$ cat src/rtl/div_unit_pkg.sv
// Shared constants for the EX-stage divider: FSM encodings, ALU op codes
// for DIV/DIVU and the HI/LO write-enable mask used by writeback.
package div_unit_pkg;

  localparam logic [1:0] DIV_IDLE = 2'd0;
  localparam logic [1:0] DIV_CALC = 2'd1;
  localparam logic [1:0] DIV_DONE = 2'd2;

  // R-type funct codes that route an instruction to this unit.
  localparam logic [5:0] ALU_OP_DIV  = 6'h1a;
  localparam logic [5:0] ALU_OP_DIVU = 6'h1b;

  // Writeback mask: bit 1 = HI (remainder), bit 0 = LO (quotient).
  localparam logic [1:0] HILO_WE_NONE = 2'b00;
  localparam logic [1:0] HILO_WE_BOTH = 2'b11;

endpackage

$ cat src/rtl/div_unit_abs.sv
// Conditional two's-complement negate; used for operand magnitudes and for
// applying the quotient/remainder signs once the unsigned division is done.
module div_abs #(
  parameter int WIDTH = 32
) (
  input  logic             neg_i,
  input  logic [WIDTH-1:0] val_i,
  output logic [WIDTH-1:0] val_o
);

  assign val_o = neg_i ? ('0 - val_i) : val_i;

endmodule

$ cat src/rtl/div_unit.sv
// Radix-2 restoring divider (one quotient bit per cycle) for DIV/DIVU.
// Optional macro DIV_EARLY_TERM_EN: finish at once when |dividend| < |divisor|.
module div_unit
  import div_unit_pkg::*;
#(
  parameter int WIDTH = 32,
  parameter int CNT_W = $clog2(WIDTH) + 1
) (
  input  logic             clk,
  input  logic             rst,
  input  logic             start_i,
  input  logic             signed_i,
  input  logic             cancel_i,
  input  logic [WIDTH-1:0] dividend_i,
  input  logic [WIDTH-1:0] divisor_i,
  output logic [WIDTH-1:0] quotient_o,
  output logic [WIDTH-1:0] remainder_o,
  output logic             result_valid_o,
  output logic             busy_o,
  output logic             stall_o,
  output logic             div_zero_o
);

  // Handshake: start_i is a request level; it is accepted only in DIV_IDLE
  // with cancel_i low. result_valid_o pulses for exactly one cycle when the
  // outputs change, and the outputs then hold until the next result.

  logic [1:0]       state_q, state_d;
  logic [CNT_W-1:0] cnt_q, cnt_d;
  logic [WIDTH-1:0] rem_q, rem_d;
  logic [WIDTH-1:0] quo_q, quo_d;
  logic [WIDTH-1:0] dsr_q, dsr_d;
  logic             q_neg_q, q_neg_d;
  logic             r_neg_q, r_neg_d;
  logic [WIDTH-1:0] quotient_q, quotient_d;
  logic [WIDTH-1:0] remainder_q, remainder_d;
  logic             valid_q, valid_d;
  logic             div_zero_q, div_zero_d;

  logic             dvd_neg, dsr_neg;
  logic [WIDTH-1:0] dvd_mag, dsr_mag;
  logic [WIDTH-1:0] quo_fix, rem_fix;
  logic             accept;
  logic             divisor_zero;
  logic             early_term;
  logic [WIDTH:0]   shift_rem;
  logic [WIDTH:0]   trial;

  assign dvd_neg = signed_i & dividend_i[WIDTH-1];
  assign dsr_neg = signed_i & divisor_i[WIDTH-1];

  div_abs #(.WIDTH(WIDTH)) u_abs_dvd (.neg_i(dvd_neg), .val_i(dividend_i), .val_o(dvd_mag));
  div_abs #(.WIDTH(WIDTH)) u_abs_dsr (.neg_i(dsr_neg), .val_i(divisor_i),  .val_o(dsr_mag));
  div_abs #(.WIDTH(WIDTH)) u_fix_quo (.neg_i(q_neg_q), .val_i(quo_q),      .val_o(quo_fix));
  div_abs #(.WIDTH(WIDTH)) u_fix_rem (.neg_i(r_neg_q), .val_i(rem_q),      .val_o(rem_fix));

  assign accept       = (state_q == DIV_IDLE) & start_i & ~cancel_i;
  assign divisor_zero = (divisor_i == '0);

`ifdef DIV_EARLY_TERM_EN
  assign early_term = ~divisor_zero & (dvd_mag < dsr_mag);
`else
  assign early_term = 1'b0;
`endif

  // quo_q starts as the dividend magnitude and is shifted out from the top
  // while quotient bits shift in at the bottom.
  assign shift_rem = {rem_q, quo_q[WIDTH-1]};
  assign trial     = shift_rem - {1'b0, dsr_q};

  always_comb begin
    state_d     = state_q;
    cnt_d       = cnt_q;
    rem_d       = rem_q;
    quo_d       = quo_q;
    dsr_d       = dsr_q;
    q_neg_d     = q_neg_q;
    r_neg_d     = r_neg_q;
    quotient_d  = quotient_q;
    remainder_d = remainder_q;
    valid_d     = 1'b0;
    div_zero_d  = div_zero_q;

    case (state_q)
      DIV_IDLE: begin
        if (accept) begin
          div_zero_d = divisor_zero;
          if (divisor_zero) begin
            // Results are final already; clear the signs so DONE passes them through.
            quo_d   = '1;
            rem_d   = dividend_i;
            q_neg_d = 1'b0;
            r_neg_d = 1'b0;
            state_d = DIV_DONE;
          end else if (early_term) begin
            quo_d   = '0;
            rem_d   = dividend_i;
            q_neg_d = 1'b0;
            r_neg_d = 1'b0;
            state_d = DIV_DONE;
          end else begin
            quo_d   = dvd_mag;
            rem_d   = '0;
            dsr_d   = dsr_mag;
            q_neg_d = dvd_neg ^ dsr_neg;
            r_neg_d = dvd_neg;
            cnt_d   = CNT_W'(WIDTH);
            state_d = DIV_CALC;
          end
        end
      end

      DIV_CALC: begin
        if (cancel_i) begin
          state_d = DIV_IDLE;
        end else begin
          if (!trial[WIDTH]) begin
            rem_d = trial[WIDTH-1:0];
            quo_d = {quo_q[WIDTH-2:0], 1'b1};
          end else begin
            rem_d = shift_rem[WIDTH-1:0];
            quo_d = {quo_q[WIDTH-2:0], 1'b0};
          end
          cnt_d = cnt_q - CNT_W'(1);
          if (cnt_q == CNT_W'(1)) begin
            state_d = DIV_DONE;
          end
        end
      end

      DIV_DONE: begin
        if (!cancel_i) begin
          quotient_d  = quo_fix;
          remainder_d = rem_fix;
          valid_d     = 1'b1;
        end
        state_d = DIV_IDLE;
      end

      default: begin
        state_d = DIV_IDLE;
      end
    endcase
  end

  always_ff @(posedge clk) begin
    if (rst) begin
      state_q     <= DIV_IDLE;
      cnt_q       <= '0;
      rem_q       <= '0;
      quo_q       <= '0;
      dsr_q       <= '0;
      q_neg_q     <= 1'b0;
      r_neg_q     <= 1'b0;
      quotient_q  <= '0;
      remainder_q <= '0;
      valid_q     <= 1'b0;
      div_zero_q  <= 1'b0;
    end else begin
      state_q     <= state_d;
      cnt_q       <= cnt_d;
      rem_q       <= rem_d;
      quo_q       <= quo_d;
      dsr_q       <= dsr_d;
      q_neg_q     <= q_neg_d;
      r_neg_q     <= r_neg_d;
      quotient_q  <= quotient_d;
      remainder_q <= remainder_d;
      valid_q     <= valid_d;
      div_zero_q  <= div_zero_d;
    end
  end

  assign quotient_o     = quotient_q;
  assign remainder_o    = remainder_q;
  assign result_valid_o = valid_q;
  assign busy_o         = (state_q == DIV_CALC) | (state_q == DIV_DONE);
  // Low in DONE so EX advances on the result cycle.
  assign stall_o        = accept | (state_q == DIV_CALC);
  assign div_zero_o     = div_zero_q;

endmodule

$ cat config.mk
export PLATFORM = sky130hd
export DESIGN_NAME = div_unit
export DESIGN_NICKNAME = d
export VERILOG_FILES = /design/src/rtl/div_unit_pkg.sv /design/src/rtl/div_unit_abs.sv /design/src/rtl/div_unit.sv
export SDC_FILE = /design/constraint.sdc
export NUM_CORES = 1
export LEC_CHECK = 0
export ABC_AREA = 1
export ABC_CLOCK_PERIOD_IN_PS = 6500
export CAP_MARGIN = 40
export CELL_PAD_IN_SITES_DETAIL_PLACEMENT = 0
export CELL_PAD_IN_SITES_GLOBAL_PLACEMENT = 1
export CORE_MARGIN = 2
export CORE_UTILIZATION = 44
export CTS_CLUSTER_DIAMETER = 50
export CTS_CLUSTER_SIZE = 8
export DETAILED_ROUTE_END_ITERATION = 10
export PLACE_DENSITY = 0.92
export SYNTH_ARGS = -nofsm -noshare
export SYNTH_HDL_FRONTEND = slang
export SYNTH_SLANG_ARGS = --single-unit
$ cat constraint.sdc
create_clock -name clk -period 6.5 [get_ports clk]
set_input_delay 1.95 -clock clk [delete_from_list [all_inputs] [get_ports clk]]
set_output_delay 1.95 -clock clk [all_outputs]
set_load 0.1 [all_outputs]
# == Word level (Yosys, flattened, before mapping) ==
# Cells that the tools add are included.
# W data, S select, Z words.
# classes
n_addsub,6
eq_ne,7
muxes,26
bitwise,10
reduce_logical,10
# op_table
operator,count
$mux W32,11
$pmux W32 S2,2
$sub A1 B32 Y32 const A,4
$sub A33 B32 Y33,1
$logic_not A32 Y1,1
$mux W6,3
$pmux W6 S2,1
$mux W2,4
$eq A6 B1 Y1 const B,1
$ne A2 B2 Y1 const B,3
$reduce_and A2 Y1,3
$reduce_and A3 Y1,2
$sub A6 B1 Y6 const B,1
$and A1 B1 Y1,4
$mux W1,4
$pmux W2 S2,1
$reduce_and A4 Y1,1
$ne A3 B3 Y1 const B,1
$not A1 Y1,3
$eq A2 B1 Y1 const B,1
$eq A2 B2 Y1 const B,1
$logic_not A2 Y1,1
$or A1 B1 Y1,2
$reduce_bool A2 Y1,1
other kinds (2),2
# word_totals
regBits,172
out_inout_bits,68
elab_cells,70

# == Depth between registers and ports, before layout ==
# logic_depth
depth_word,5
ltp_mapped,19
mapped_depth_nobuf,18

# == By module ==
# A second synthesis with hierarchy kept.
# unflattened
hier_cells,2534
area_unflattened_um2,14462.6
# by_module_without_submodules
module,instances,cells_each,area_per_inst_um2
div_unit,1,1634,10253.6
div_abs,4,225,1052.3

# == Worst setup path before layout ==
# Ideal clock, no wire load.
# synth_path
path_kind,input to output
start,in start_i
end,out stall_o
arrival_time_ns,2.928
t_required_ns,4.550
path_slack_ns,1.622
path_stages,4
path_cell_list,nand2_1 nor2_2 inv_1 nand2_1
# synth_via
elab_chain_cells,3
# synth_rtl
item,line_no,text
from (decl),div_unit.sv:11,"input logic start_i,"
$and A1 B1 Y1 (2 in series),div_unit.sv:57,assign accept = (state_q == DIV_IDLE) & start_i & ~cancel_i;
$or A1 B1 Y1,div_unit.sv:179,assign stall_o = accept | (state_q == DIV_CALC);
to (decl),div_unit.sv:20,"output logic stall_o,"
# No other way between the ends.

# == Final worst setup path ==
# layout_path
start,in cancel_i
end,out stall_o
# layout_via
elab_chain_cells,3
# layout_rtl
item,line_no,text
from (decl),div_unit.sv:13,"input logic cancel_i,"
$not A1 Y1 (no source line),n/a,
$and A1 B1 Y1,div_unit.sv:57,
$or A1 B1 Y1,div_unit.sv:179,
# No other way between the ends.

==> results.toml <==
[clocking]
cts_buffers = 17
clockBufferDepth = 2
clkSlewWorstSetupHoldPaths_ps = 70
clock_latency_ps = 450
root_buffer = "clkbuf_16"
post_cts_buffers = 0
h-tree-depth = 4
cts_hold_buf = 0
clock_sinks = 172
cts_tree = "done"
cts_resized = 0

[detailed_routing]
wl_um = 47900
routed_via_density = 5.27
ant_nets = 0
vias = 15000
drt_iter0_markers = 1399
detail_route.wl_per_cell_um = 16.9
drc = 0
dr.pass1.iters = 5

[yosys]
synth_cells = 2279
synth_xor_area_share_pct = 6.81
async_flop_share_pct = 0
synth_compound_area_share_pct = 17.3
synth_simple_gate_area_share_pct = 32.9
synth-main-ff-cell = "dfxtp_1"
ys_seq_area_share_pct = 25.5
syn_nets = 2390
synth.area.mux_share_pct = 0
syn_area_per_cell_um2 = 5.92
synth_edf_count = 0
synth_top_family_by_area = "simple AND/OR/NAND/NOR gates"
syn_area_um2 = 13500
ys_ff_latch = 172
synth_cell_type_count = 49
synth-adder-area-share_pct = 3.95
yosys_warnings = 0

[timing]
period_share_pct = 80.9
fin_skew_ps = 17.3
setup_slack_ps = 1240
min_period_ps = 5260
hold_violations = 0
max_freq_ghz = 0.190
max_slew.worst_pin.slew_ps = 938
final.setup.tns_ps = 0
rsz0062_at_grt = "false"
max_slew_margin_pct = 37.3
slew_violations = 0
setup_viol = 0

[worst_setup_path]
r2r-end = "quo_q[7]"
cp_max_fo = 5
r2r_start = "state_q[1]"
worst-endpoint-required_ps = 4550
rrSetupSlack_ps = 2800
crit_path_end_kind = "output pin"
r2r_cells = 12
path_class = "in2out"
cp-start-kind = "input port"
cp.arrival_ps = 3310

[power]
pwr-share-comb_pct = 55.1
p_seq_share_pct = 25.0
leakage_nw = 8.11
pwr-share-clk_pct = 19.9
internal-power_mw = 2.68
switching_share_pct = 48.7
power_density_nw_per_um2 = 314
ir_drop_mv = 0.230
p_sw_mw = 2.55

[global_route]
grt_usage_pct = 30.0
grt_max_degree = 66
grt_pass1_wl_um = 73900
grt_pass1_vias = 13800
antenna_found_initial = 0
grt_overflow = 0

[placement]
gp_congestion = 0.954
port_buffers = 136
dpl-instance-area_um2 = 16100
dp_hpwl_um = 38300
pre_cts_ws_ps = 1240

[floorplan]
chipWidth_um = 179
coreArea_um2 = 30400
initial_core_util_pct = 44.4
core.rowCount = 64
die_height_um = 179
ios = 137
die-area_um2 = 32100

[worst_hold_path]
holdCritPathClass = "reg2reg"
whs_path_depth = 2
hold_end = "quo_q[16]"
hp-start = "quo_q[16]"

[cells_and_area]
postLayoutCoreUtil_pct = 54.8
postLayoutCellArea_um2 = 16700
n_fill_cell = 3092
nets = 2541
diodes = 0
drive_gt1_share_pct = 5.89
syn_to_final_growth_pct = 23.6

[run_status]
outcome = "finished, final reports clean"

[run]
max_cap_violations = 0
==> metrics by stage <==
step                total power, mW  instances  hold slack, ps
global route                   5.59       2839             489
CTS                            5.21       2839             474
global placement               3.97       2740             453
floorplan                      3.31       2279             445
finish                         5.23       2839             474
detailed placement             4.17       2807             463
==> critical path: stages <==
cell,delay (ps)
clkdlybuf4s50_1,490
nor2_2,300
inv_1,170
nand2_1,100
buf_4,290
==> placed cells by master (no fill, tap or decap), types with 3 or more instances in the layout <==
cell	synthesis	routed
clkbuf_16	0	17
inv_1	384	383
o21ai_0	169	169
o221ai_1	3	3
a21oi_1	211	210
a21o_1	3	3
o211ai_1	22	22
nand2_1	575	575
nand3_1	135	135
nand2_2	11	11
buf_4	0	12
inv_2	3	4
nor2_4	2	3
nand3b_1	4	4
xor2_1	97	97
nor3_1	27	27
nand4_1	30	30
buf_8	0	65
clkbuf_1	57	4
o31ai_1	5	5
xnor2_1	8	8
a31oi_1	6	6
clkdlybuf4s50_1	0	134
o22ai_1	10	10
nor2_1	244	243
ha_1	41	40
nor4_1	4	4
dfxtp_1	172	172
==> layer usage <==
layer	GRT usage, %	up-vias	share of wire (%)
met2	51.5	513	47
li1	-	7521	-
met1	38.2	6838	44
met4	13.3	0	4.1
met3	2.91	87	5.0
met5	0	-	0
==> layout make-up <==
type | count | area (µm²) | area share [%]
clock buffer | 23 | 468 | 2.80
sequential | 172 | 3440 | 20.6
inverter | 388 | 1460 | 8.73
timing repair buffer | 214 | 2470 | 14.8
tap | 396 | 495 | 2.97
clock inverter | 9 | 111 | 0.667
multi-input combinational | 1637 | 8240 | 49.4
==> flip-flops by register name, summed over array words and instances (netlist names) <==
signal and flops:
r_neg_q 1, div_zero_o 1, remainder_o 32, q_neg_q 1
cnt_q 6, dsr_q 32, quo_q 32, state_q 2
rem_q 32, quotient_o 32, result_valid_o 1
==> cell families (layout without fill, tap and decap cells) <==
family                     count (synthesis)  in the layout
and+or+nand+nor                         1052           1052
AOI/OAI and AO/OA                        438            438
buffers and inverters                    470            634
DFF                                      172            172
xor gates and xnor gates                 105            105
adders and majority gates                 42             42
==> cell usage after synthesis (2+ instances only) <==
library cell	count	area share [%]
nand2_1	575	16
inv_1	384	11
nor2_1	244	6.8
a21oi_1	211	7.8
dfxtp_1	172	26
o21ai_0	169	6.3
nand3_1	135	5.0
xor2_1	97	6.3
clkbuf_1	57	1.6
ha_1	41	3.8
nand4_1	30	1.4
nor3_1	27	1.0
o211ai_1	22	1.2
buf_2	12	0.45
nand2_2	11	0.51
o22ai_1	10	0.46
xnor2_1	8	0.52
buf_6	7	0.58
a31oi_1	6	0.28
buf_1	6	0.17
o31ai_1	5	0.28
nand3b_1	4	0.22
nor4_1	4	0.19
a21o_1	3	0.17
inv_2	3	0.083
o221ai_1	3	0.19
a21oi_2	2	0.13
and2_1	2	0.093
and3_1	2	0.093
nand3_2	2	0.15
nand3_4	2	0.26
nand4_4	2	0.32
nor2_2	2	0.093
nor2_4	2	0.17
o32ai_1	2	0.13
or2_2	2	0.093
==> power groups by stage <==
| stage | clock (mW) | sequential [mW] | combinational [mW] |
|---|---|---|---|
| global placement | 0 | 1.32 | 2.65 |
| global route | 1.09 | 1.32 | 3.18 |
| floorplan | 0 | 1.63 | 1.67 |
| detailed placement | 0 | 1.33 | 2.84 |
| CTS | 1.05 | 1.30 | 2.86 |
| finish | 1.04 | 1.31 | 2.88 |
==> worst max path at each step <==
stage	from	endpoint	slack, ps	cells past startpoint
floorplan	start_i	stall_o	1620	4
global placement	cancel_i	stall_o	1290	5
global route	cancel_i	stall_o	1180	5
finish	cancel_i	stall_o	1240	5
detailed placement	cancel_i	stall_o	1240	5
CTS	cancel_i	stall_o	1250	5
No activity file was read; power rests on OpenSTA's default activity.
